[src/rtl/ifu_fetch_unit_pkg.sv]
// Shared definitions for the instruction fetch unit and its consumers:
// FSM encoding, reset constants and instruction field bit positions.
package ifu_fetch_unit_pkg;

    typedef enum logic [1:0] {
        ST_REQ   = 2'd0,
        ST_WAIT  = 2'd1,
        ST_VALID = 2'd2
    } fetch_state_e;

    localparam logic [31:0] NOP_INST         = 32'h0000_0013;
    localparam logic [31:0] RESET_PC_DEFAULT = 32'h8000_0000;

    // Field positions are shared with the decoder so both slice identically.
    localparam int OPC_MSB = 6;
    localparam int OPC_LSB = 0;
    localparam int F3_MSB  = 14;
    localparam int F3_LSB  = 12;
    localparam int F7_MSB  = 31;
    localparam int F7_LSB  = 25;

endpackage

[src/rtl/ifu_pc_reg.sv]
// Program counter register: reset load, sequential advance by one word,
// and redirect load, with redirect taking priority over advance.
module ifu_pc_reg import ifu_fetch_unit_pkg::*; #(
    parameter int              XLEN     = 32,
    parameter logic [XLEN-1:0] RESET_PC = RESET_PC_DEFAULT
) (
    input  logic            clk,
    input  logic            rst,
    input  logic            advance_i,
    input  logic            redirect_i,
    input  logic [XLEN-1:0] target_i,
    output logic [XLEN-1:0] pc_o
);

    logic [XLEN-1:0] pc_q;
    logic [XLEN-1:0] pc_d;

    always_comb begin
        pc_d = pc_q;
        if (redirect_i) begin
            pc_d = target_i;
        end else if (advance_i) begin
            pc_d = pc_q + XLEN'(4);
        end
    end

    always_ff @(posedge clk) begin
        if (rst) begin
            pc_q <= RESET_PC;
        end else begin
            pc_q <= pc_d;
        end
    end

    assign pc_o = pc_q;

endmodule

[src/rtl/ifu_fetch_unit.sv]
// Instruction fetch unit: issues word fetches, holds the returned instruction
// for the decoder, and squashes in-flight fetches when the PC is redirected.
module ifu_fetch_unit import ifu_fetch_unit_pkg::*; #(
    parameter int              XLEN     = 32,
    parameter logic [XLEN-1:0] RESET_PC = RESET_PC_DEFAULT
) (
    input  logic            clk,
    input  logic            rst,
    output logic            imem_req_valid,
    input  logic            imem_req_ready,
    output logic [XLEN-1:0] imem_req_addr,
    input  logic            imem_rsp_valid,
    input  logic [31:0]     imem_rsp_data,
    output logic            inst_valid,
    input  logic            inst_ready,
    output logic [31:0]     inst,
    output logic [XLEN-1:0] pc,
    output logic [6:0]      opcode,
    output logic [2:0]      funct3,
    output logic [6:0]      funct7,
    input  logic            redirect_valid,
    input  logic [XLEN-1:0] redirect_pc,
    output logic [31:0]     fetch_count
);

    fetch_state_e    state_q, state_d;
    logic [31:0]     inst_q, inst_d;
    logic            drop_q, drop_d;
    logic [31:0]     count_q, count_d;
    logic            pc_advance;
    logic [XLEN-1:0] redirect_target;
    logic [XLEN-1:0] pc_cur;

    assign redirect_target = redirect_pc & ~XLEN'(3);

    ifu_pc_reg #(
        .XLEN     (XLEN),
        .RESET_PC (RESET_PC)
    ) u_pc_reg (
        .clk        (clk),
        .rst        (rst),
        .advance_i  (pc_advance),
        .redirect_i (redirect_valid),
        .target_i   (redirect_target),
        .pc_o       (pc_cur)
    );

    // Redirect wins over both handshakes; valids are gated only by redirect and reset.
    always_comb begin
        state_d        = state_q;
        inst_d         = inst_q;
        drop_d         = drop_q;
        count_d        = count_q;
        pc_advance     = 1'b0;
        imem_req_valid = 1'b0;
        inst_valid     = 1'b0;
        case (state_q)
            ST_REQ: begin
                imem_req_valid = !redirect_valid;
                if (!redirect_valid && imem_req_ready) begin
                    state_d = ST_WAIT;
                end
            end
            ST_WAIT: begin
                if (redirect_valid) begin
                    if (imem_rsp_valid) begin
                        drop_d  = 1'b0;
                        state_d = ST_REQ;
                    end else begin
                        drop_d = 1'b1;
                    end
                end else if (imem_rsp_valid) begin
                    if (drop_q) begin
                        drop_d  = 1'b0;
                        state_d = ST_REQ;
                    end else begin
                        inst_d  = imem_rsp_data;
                        state_d = ST_VALID;
                    end
                end
            end
            ST_VALID: begin
                inst_valid = !redirect_valid;
                if (redirect_valid) begin
                    state_d = ST_REQ;
                end else if (inst_ready) begin
                    pc_advance = 1'b1;
                    count_d    = count_q + 32'd1;
                    state_d    = ST_REQ;
                end
            end
            default: state_d = ST_REQ;
        endcase
        if (rst) begin
            imem_req_valid = 1'b0;
            inst_valid     = 1'b0;
        end
    end

    always_ff @(posedge clk) begin
        if (rst) begin
            state_q <= ST_REQ;
            inst_q  <= NOP_INST;
            drop_q  <= 1'b0;
            count_q <= 32'd0;
        end else begin
            state_q <= state_d;
            inst_q  <= inst_d;
            drop_q  <= drop_d;
            count_q <= count_d;
        end
    end

    assign imem_req_addr = pc_cur;
    assign pc            = pc_cur;
    assign inst          = inst_q;
    assign opcode        = inst_q[OPC_MSB:OPC_LSB];
    assign funct3        = inst_q[F3_MSB:F3_LSB];
    assign funct7        = inst_q[F7_MSB:F7_LSB];
    assign fetch_count   = count_q;

endmodule

[config.mk]
export PLATFORM = sky130hd
export DESIGN_NAME = ifu_fetch_unit
export DESIGN_NICKNAME = d
export VERILOG_FILES = /design/src/rtl/ifu_fetch_unit_pkg.sv /design/src/rtl/ifu_pc_reg.sv /design/src/rtl/ifu_fetch_unit.sv
export SDC_FILE = /design/constraint.sdc
export NUM_CORES = 1
export LEC_CHECK = 0
export CORE_UTILIZATION = 34
export DETAILED_ROUTE_END_ITERATION = 12
export PLACE_DENSITY = 0.66
export SYNTH_ARGS = -nofsm -noshare
export SYNTH_HDL_FRONTEND = slang
export SYNTH_SLANG_ARGS = --single-unit
[constraint.sdc]
create_clock -name clk -period 3.1 [get_ports clk]
set_input_delay 0.775 -clock clk [delete_from_list [all_inputs] [get_ports clk]]
set_output_delay 0.775 -clock clk [all_outputs]
set_load 0.01 [all_outputs]
==> results.ini, run 1 <==
[worst_setup_path]
cp.required_ns=2.32
crit_type=in -> out
startpoint_type=input pin
rr_endpoint=u_pc_reg.pc_o[22]
crit_path_end_kind=output pin
rr_startpoint=u_pc_reg.pc_o[9]
rr_worst_depth=4
crit_arrival_ns=2.19
r2r_slack_ns=0.77
crit_fanout=5

[grt]
grt_antenna_before_repair=0
grt_pass1_vias=5061
gr-total-overflow=0
gr-usage-all-layers=0.202
grt_first_pass_wirelength_um=25700
grt-busiest-layer=met2
grt_max_degree=90
use_met3=0.0498
grt_use_met2=0.323
grt_use_met1=0.258

[place]
dp_cells=963
port_buffers=210
placed_cell_area_um2=7010
routabilityCongestion=0.785
hpwlAfterDp_um=11200

[cts]
cts_made_buffers=9
cts_tree=done
clock_sinks=97
clkTransAtPathRegs_ns=0.06
clkLatencyLatePin_ns=0.35
htree_levels=3
clock-root-buffer=clkbuf_16
cts_hold_buf=0
cts.path.max_buffers=2

[logic_synthesis]
synth_area_um2=5110
postSynthAreaPerCell_um2=7.86
ys_seq_elements=97
synthCells=650
synthFlopType=dfxtp_1
synth_edf_count=0
synthArstFlopShare=0
synth.distinct_cells=53
synth_seq_area_share=0.380
ys_warn_count=0

[timing]
clock.fmax_mhz=337
setup_tns_ns=0
fin_crit_ns=2.96
whs_ns=0.451
rsz0062_at_grt=no
setup_viol=0
fin_worst_skew_ns=0.00744
slew_violations=0
hold_viol=0
min_period_over_period=0.956

[die]
io_pins=217
die_w_um=125
die_h_um=125
fp-row-count=44
start_util=0.350
die-area_um2=15500
core-area_um2=14600

[outcome]
status=finished, final reports clean

[min_path]
hold_path_end=inst[24]
hold_depth=2
hp-class=reg -> reg
worstHoldStart=inst[24]

[flow_run]
max_cap_violations=0

[final_layout]
drive_above_1_share=0.0516
antenna_cells=0
final_cell_mix=209 x clkdlybuf4s50_1, 98 x nand2_1, 97 x dfxtp_1, 63 x a21oi_1, 31 x nand3_1
layout_commonest_cell=clkdlybuf4s50_1
stdcell_count=979
nNetsFinal=862
fin_area_um2=7310
nFillCells=1384
area_delta_synth_final_pct=43.1
final-seq-area_um2=1940
multi_input_area_um2=2590

[power]
total_power_w=0.00281
irDropWorstVdd_uv=277
power.density_nw_per_um2=385
p_leak_nw=2.41

[route]
post_drt_wl_per_cell_um=16.2
postRouteAntennaNets=0
drt_iter0_markers=331
vias=5387
via_per_inst=5.50
routed_wl_um=15800
firstDrtPassIters=5
drc=0

[critical path, stage by stage]
cell and delay, ns:
clkdlybuf4s50_1 0.53, nor4_2 0.26, clkdlybuf4s50_1 0.62
[routing by layer]
metal	up-vias	share of wire
met4	0	0.016
met5	-	0
met3	22	0.077
met2	222	0.47
met1	2542	0.43
li1	2601	-
[cell usage after synthesis (4+ instances only)]
cell type / n / area share
inv_1: 9 / 0.0066
nand4_1: 29 / 0.036
o31ai_1: 14 / 0.021
xor2_1: 7 / 0.012
o311ai_0: 5 / 0.0086
nor3_1: 15 / 0.015
and2_1: 7 / 0.0086
and4_1: 12 / 0.021
a31oi_1: 10 / 0.012
or3_1: 14 / 0.017
o211ai_1: 8 / 0.012
clkbuf_1: 36 / 0.026
nand2_1: 98 / 0.072
nor2b_1: 4 / 0.0049
or4_1: 19 / 0.028
dfxtp_1: 97 / 0.38
nor2_1: 28 / 0.021
nor4_1: 12 / 0.015
nand3_1: 31 / 0.030
and3_1: 11 / 0.013
a311oi_1: 6 / 0.010
buf_4: 51 / 0.075
buf_2: 8 / 0.0078
o21ai_0: 10 / 0.0098
a21oi_1: 63 / 0.062
[through the flow]
stage	setup slack, ns	util
2_1_floorplan	0.553	-
3_3_place_gp	0.105	0.480
3_5_place_dp	0.0571	0.480
4_1_cts	0.0493	0.501
5_1_grt	0.0854	0.501
6_report	0.136	0.501
[kinds of logic (layout without fill, tap and decap cells)]
kind of cell               after synthesis  in the layout  synth area share
AOI/OAI and AO/OA                      134            134             0.165
xor gates and xnor gates                10             10            0.0171
adders and majority gates                2              2           0.00490
buffers and inverters                  107            249             0.120
DFF                                     97             97             0.380
muxes                                    4              4           0.00857
other                                    1              4          0.000734
and+or+nand+nor                        295            295             0.304
[state kept, by name, indices dropped and copies added (netlist names)]
name and cells:
fetch_count 32, inst 32, u_pc_reg.pc_o 30, drop_q 1, state_q 2
[how the worst max path moves through the flow]
stage / start / slack, ns / end
after floorplan: redirect_valid / 0.55 / imem_req_valid
after global placement: redirect_valid / 0.11 / imem_req_valid
after detailed placement: redirect_valid / 0.06 / imem_req_valid
after CTS: redirect_valid / 0.05 / imem_req_valid
after global routing: redirect_valid / 0.09 / imem_req_valid
final: redirect_valid / 0.14 / imem_req_valid
[final cells by class]
| type | instances | area share |
|---|---|---|
| Clock buffer | 9 | 0.0308 |
| Clock inverter | 7 | 0.00958 |
| Inverter | 9 | 0.00462 |
| Sequential cell | 97 | 0.266 |
| Tap cell | 184 | 0.0315 |
| Timing Repair Buffer | 224 | 0.303 |
| Multi-Input combinational cell | 449 | 0.355 |
[power by group]
group | leakage (nW) | total, W | internal (W) | switching (W)
Sequential | 0.789 | 0.00133 | 0.00128 | 0.0000539
Clock | 0.146 | 0.00112 | 0.000625 | 0.000495
Combinational | 1.48 | 0.000360 | 0.000213 | 0.000148
[timing repair]
action	CTS	global route
buffers inserted	0	0
endpoints found under the setup margin	0	1
gates resized for setup	0	1
Note: power is estimated with default switching activity, not from simulation.
==> run 2, diff against run 1 <==
--- a/config.mk
+++ b/config.mk
@@ -7,7 +7,7 @@
 export LEC_CHECK = 0
 export CORE_UTILIZATION = 34
 export DETAILED_ROUTE_END_ITERATION = 12
-export PLACE_DENSITY = 0.66
+export DONT_BUFFER_PORTS = 1
 export SYNTH_ARGS = -nofsm -noshare
 export SYNTH_HDL_FRONTEND = slang
 export SYNTH_SLANG_ARGS = --single-unit
==> constraint.sdc (replaced) <==
create_clock -name clk -period 3.1 [get_ports clk]
set_input_delay 0.775 -clock clk [delete_from_list [all_inputs] [get_ports clk]]
set_output_delay 0.775 -clock clk [all_outputs]
set_load 0.02 [all_outputs]
==> run 2 against run 1 <==
Net effect: worst hold slack better by 0.054 ns; highest routed layer unchanged; critical path depth increased by 2; critical endpoint is now u_pc_reg.pc_o[24]; largest cell class unchanged; total power down 5.3%; global-route usage is 2.6 points lower; flip-flop and latch count is the same.
==> results.ini, run 2 (same netlist as run 1, synthesis figures left out) <==
[grt]
gr-usage-all-layers=0.176  ; -0.0258
grt_pass1_vias=4272  ; -16%
grt_first_pass_wirelength_um=22200  ; -14%
grt_antenna_before_repair=0  ; unchanged
grt_max_degree=96  ; +6.7%
gr-total-overflow=0  ; unchanged

[final_layout]
layout_commonest_cell=nand2_1
antenna_cells=0  ; unchanged
drive_above_1_share=0.0730  ; +0.0214
nFillCells=1492  ; +7.8%
area_delta_synth_final_pct=2.40
stdcell_count=773  ; -21%
final_cell_mix=98 x nand2_1, 97 x dfxtp_1, 63 x a21oi_1, 31 x nand3_1, 29 x nand4_1
nNetsFinal=656  ; -24%
fin_util=0.358  ; -0.143

[worst_setup_path]
cp_num_buf_inv=0  ; -2
rr_worst_depth=5  ; +1
cp.required_ns=3.35  ; +1.03 ns
startpoint_type=flop
slowest_delay_ns=0.71  ; +0.09 ns
crit_path_end_kind=flop
rr_startpoint=u_pc_reg.pc_o[2]
crit_family=simple AND/OR/NAND/NOR gates
r2r_slack_ns=0.60  ; -0.17 ns
crit_fanout=8  ; +3
crit_chain=ha_1, and3_1, nand3_1, or4_1, a311oi_1
crit_type=reg -> reg
rr_endpoint=u_pc_reg.pc_o[24]
crit_arrival_ns=2.76  ; +0.57 ns
cp_slowest_cell=dfxtp_1

[die]
core-area_um2=14600  ; unchanged
io_pins=217  ; unchanged
start_util=0.350  ; unchanged
die-area_um2=15500  ; unchanged
die_w_um=125  ; unchanged
fp-row-count=44  ; unchanged
die_h_um=125  ; unchanged

[route]
drt_iter0_markers=277  ; -16%
drc=0  ; unchanged
met2_length_um=6580  ; -12%
vias=4622  ; -14%
topRoutingLayerUsed=met4
wl_met1_um=5920  ; -14%
firstDrtPassIters=4  ; -1
postRouteAntennaNets=0  ; unchanged
wl_met3_um=1030  ; -15%
via_per_inst=5.98  ; +8.7%
post_drt_wl_per_cell_um=17.7  ; +9.7%
routed_wl_um=13700  ; -13%

[cts]
cts_made_buffers=9  ; unchanged
htree_levels=3  ; unchanged
clkLatencyLatePin_ns=0.35  ; about the same
clock-root-buffer=clkbuf_16
cts.path.max_buffers=2  ; unchanged
post_cts_resized=0  ; unchanged
cts_hold_buf=0  ; unchanged
clkTransAtPathRegs_ns=0.07  ; about the same
cts_tree=done
clock_sinks=97  ; unchanged
postCtsSetupBuffers=0  ; unchanged

[timing]
fin_crit_ns=2.50  ; -0.459 ns
setup_viol=0  ; unchanged
fin_ws_ns=0.595  ; +0.459 ns
clock.fmax_mhz=399  ; +18%
setup_tns_ns=0  ; unchanged
slew_headroom=0.277
min_period_over_period=0.808  ; -0.148
slew_violations=0  ; unchanged
worst_pin_slew_ns=1.08
whs_ns=0.506  ; +0.0544 ns
fin_worst_skew_ns=0.00709  ; -0.000346 ns
hold_viol=0  ; unchanged
rsz0062_at_grt=no

[outcome]
status=finished, final reports clean

[flow_run]
max_cap_violations=0  ; unchanged

[min_path]
worstHoldStart=rst
hold_path_end=u_pc_reg.pc_o[20]
hold_depth=1  ; -1
hp-class=in -> reg

[place]
hpwlAfterDp_um=9540  ; -15%
port_buffers=0  ; -100%
routabilityCongestion=0.822  ; +4.7%
dp_cells=757  ; -21%
place_ws_ns=0.642  ; +0.585 ns

[power]
irDropWorstVdd_uv=276  ; -0.37%
power.density_nw_per_um2=509  ; +32%
p_leak_nw=1.66  ; -31%

run 2: metal layers:
| layer | vias to the layer above | global-route usage |
|---|---|---|
| met4 | 0 | 0.0602 |
| li1 | 2191 | - |
| met5 | - | 0 |
| met1 | 2213 | 0.223 |
| met3 | 16 | 0.0498 |
| met2 | 202 | 0.285 |
run 2: per-stage QoR:
stage	cell area, um^2	total power, W
finish	5230	0.00266
global route	5230	0.00278
CTS	5230	0.00271
detailed placement	4930	0.00154
global placement	4930	0.00154
floorplan	5120	0.00156
run 2: worst reg2reg max path, cell delays in order, from the launching register on:
cell      delay, ns
dfxtp_1        0.71
ha_1           0.33
and3_1         0.40
nand3_1        0.25
or4_1          0.46
a311oi_1       0.27
run 2: final cells by class:
| type | count | area (um^2) | share of cell area |
|---|---|---|---|
| Tap cell | 184 | 230 | 0.0440 |
| Inverter | 9 | 33.8 | 0.00646 |
| Clock buffer | 9 | 225 | 0.0431 |
| Clock inverter | 7 | 77.6 | 0.0148 |
| Multi-Input combinational cell | 449 | 2590 | 0.494 |
| Sequential cell | 97 | 1940 | 0.371 |
| Timing Repair Buffer | 18 | 135 | 0.0258 |
run 2: power breakdown:
group          switching [W]  total, W  internal (W)
clock network       0.000515   0.00115      0.000635
logic              0.0000825  0.000133     0.0000507
registers           0.000103   0.00138       0.00128
total               0.000700   0.00266       0.00196
run 2: worst max-delay path by stage:
stage | depth (start not counted) | startpoint | slack [ns] | end
2_1_floorplan | 4 | redirect_valid | 0.28 | imem_req_valid
3_3_place_gp | 5 | inst_ready | 0.67 | fetch_count[30]
4_1_cts | 5 | u_pc_reg.pc_o[2] | 0.63 | u_pc_reg.pc_o[24]
3_5_place_dp | 5 | inst_ready | 0.64 | fetch_count[30]
6_report | 5 | u_pc_reg.pc_o[2] | 0.60 | u_pc_reg.pc_o[24]
5_1_grt | 5 | u_pc_reg.pc_o[2] | 0.45 | u_pc_reg.pc_o[24]
==> run 3, diff against run 2 <==
==> constraint.sdc (replaced) <==
create_clock -name clk -period 2.2 [get_ports clk]
set_input_delay 0.55 -clock clk [delete_from_list [all_inputs] [get_ports clk]]
set_output_delay 0.55 -clock clk [all_outputs]
set_load 0.02 [all_outputs]
==> run 3 against run 2 <==
Net effect: combinational power grew 140%; non-clock buffer count grew 62; routed wire length grew 9.6%; via count grew 4.9%; flip-flop and latch count is the same; cell area grew 8.7%; clock skew grew 0.0036 ns; global-route usage grew 1.4 points; worst hold slack lost 0.25 ns; count of clock-buffer cells in the layout is the same; first-iteration DRC count grew 27%; total power grew 41%; critical path type unchanged; largest cell class unchanged; largest power group unchanged.
==> results.ini, run 3 (same netlist as run 1, synthesis figures left out) <==
[die]
fp-row-count=44  ; unchanged
start_util=0.350  ; unchanged
die-area_um2=15500  ; unchanged
die_w_um=125  ; unchanged
core-area_um2=14600  ; unchanged
die_h_um=125  ; unchanged
io_pins=217  ; unchanged

[timing]
hold_viol=0  ; unchanged
clock.fmax_mhz=479  ; +20%
min_period_over_period=0.949  ; +0.142
rsz0062_at_grt=no
whs_ns=0.258  ; -0.247 ns
slew_violations=0  ; unchanged
setup_viol=0  ; unchanged
fin_worst_skew_ns=0.0107  ; +0.00363 ns
fin_crit_ns=2.09  ; -0.416 ns
setup_tns_ns=0  ; unchanged
fin_ws_ns=0.111  ; -0.484 ns

[final_layout]
layout_commonest_cell=nand2_1
area_delta_synth_final_pct=11.3
final_cell_mix=98 x nand2_1, 97 x dfxtp_1, 80 x buf_4, 63 x a21oi_1, 31 x nand3_1
antenna_cells=0  ; unchanged
nNetsFinal=718  ; +9.5%
stdcell_count=835  ; +8.0%
drive_above_1_share=0.163  ; +0.0898
fin_area_um2=5690  ; +8.7%

[cts]
cts_tree=done
clock_sinks=97  ; unchanged
htree_levels=3  ; unchanged
clock-root-buffer=clkbuf_16
postCtsSetupBuffers=0  ; unchanged
clkLatencyLatePin_ns=0.36  ; about the same
post_cts_resized=0  ; unchanged
cts_made_buffers=9  ; unchanged
cts_hold_buf=0  ; unchanged
cts.path.max_buffers=2  ; unchanged
clkTransAtPathRegs_ns=0.07  ; about the same

[route]
postRouteAntennaNets=0  ; unchanged
drt_iter0_markers=352  ; +27%
drc=0  ; unchanged
post_drt_wl_per_cell_um=18.0  ; +1.4%
vias=4848  ; +4.9%
via_per_inst=5.81  ; -2.9%
routed_wl_um=15000  ; +9.6%
firstDrtPassIters=5  ; +1

[worst_setup_path]
startpoint=fetch_count[3]
crit_arrival_ns=2.37  ; -0.39 ns
crit_type=reg -> reg
r2r_slack_ns=0.11  ; -0.48 ns
startpoint_type=flop
rr_startpoint=fetch_count[3]
rr_endpoint=fetch_count[25]
crit_fanout=12  ; +4
rr_worst_depth=5  ; unchanged
crit_end=fetch_count[25]
crit_path_end_kind=flop
cp.required_ns=2.48  ; -0.87 ns

[flow_run]
max_cap_violations=0  ; unchanged

[grt]
grt_max_degree=96  ; unchanged
gr-usage-all-layers=0.190  ; +0.0138
grt_pass1_vias=4752  ; +11%
grt_first_pass_wirelength_um=23800  ; +7.5%
gr-total-overflow=0  ; unchanged
grt_antenna_before_repair=0  ; unchanged

[power]
irDropWorstVdd_uv=319  ; +16%
power.density_nw_per_um2=659  ; +29%
p_leak_nw=1.98  ; +19%

[min_path]
hp-class=in -> reg

[place]
hpwlAfterDp_um=10700  ; +13%
place_ws_ns=0.0817  ; -0.560 ns
routabilityCongestion=0.797  ; -3.1%
placed_cell_area_um2=5400  ; +9.6%
dp_cells=819  ; +8.2%
port_buffers=0  ; unchanged

[outcome]
status=finished, final reports clean

run 3: changes by cell type in the layout (fill, tap and decap cells not counted):
cell | before | now
bufinv_16 | 1 | 0
clkinv_4 | 1 | 2
clkinvlp_4 | 1 | 0
nor4_1 | 12 | 11
nor4_2 | 0 | 1
inv_8 | 0 | 2
inv_6 | 3 | 2
buf_4 | 18 | 80
run 3: worst min-delay path by stage:
stage | from | endpoint | slack (ns) | depth (start not counted)
global placement | drop_q | drop_q | 0.51 | 2
global route | rst | u_pc_reg.pc_o[11] | 0.25 | 1
CTS | rst | u_pc_reg.pc_o[20] | 0.24 | 1
finish | rst | u_pc_reg.pc_o[13] | 0.26 | 1
floorplan | drop_q | drop_q | 0.47 | 2
detailed placement | drop_q | drop_q | 0.52 | 2
run 3: area by class of cell:
type	count	area (um^2)
Fill cell	1456	8900
Clock inverter	7	62.6
Inverter	9	33.8
Multi-Input combinational cell	449	2590
Sequential cell	97	1940
Timing Repair Buffer	80	601
Clock buffer	9	225
Tap cell	184	230
run 3: report_power, final:
part | internal [W] | leakage [nW] | switching, W
combinational | 0.000105 | 1.05 | 0.000212
clock | 0.000794 | 0.144 | 0.000775
sequential | 0.00180 | 0.789 | 0.0000592
run 3: per-layer routing:
| layer | global-route usage | wire length, um | vias to the layer above | share of wire |
|---|---|---|---|---|
| met4 | 0.0872 | 296 | 0 | 0.020 |
| li1 | - | - | 2309 | - |
| met5 | 0 | 0 | - | 0 |
| met2 | 0.314 | 7150 | 189 | 0.48 |
| met3 | 0.0571 | 1170 | 22 | 0.078 |
| met1 | 0.224 | 6390 | 2328 | 0.43 |
run 3: critical path, stage by stage, from the launching register on:
cell     delay (ns)
dfxtp_1        0.36
nand4_1        0.12
or4_4          0.64
buf_4          0.22
or4_1          0.50
a21oi_1        0.17
run 3: stage by stage:
step	total power, W	util
detailed placement	0.00222	0.370
global route	0.00389	0.390
CTS	0.00379	0.390
floorplan	0.00220	-
global placement	0.00221	0.370
finish	0.00375	0.390
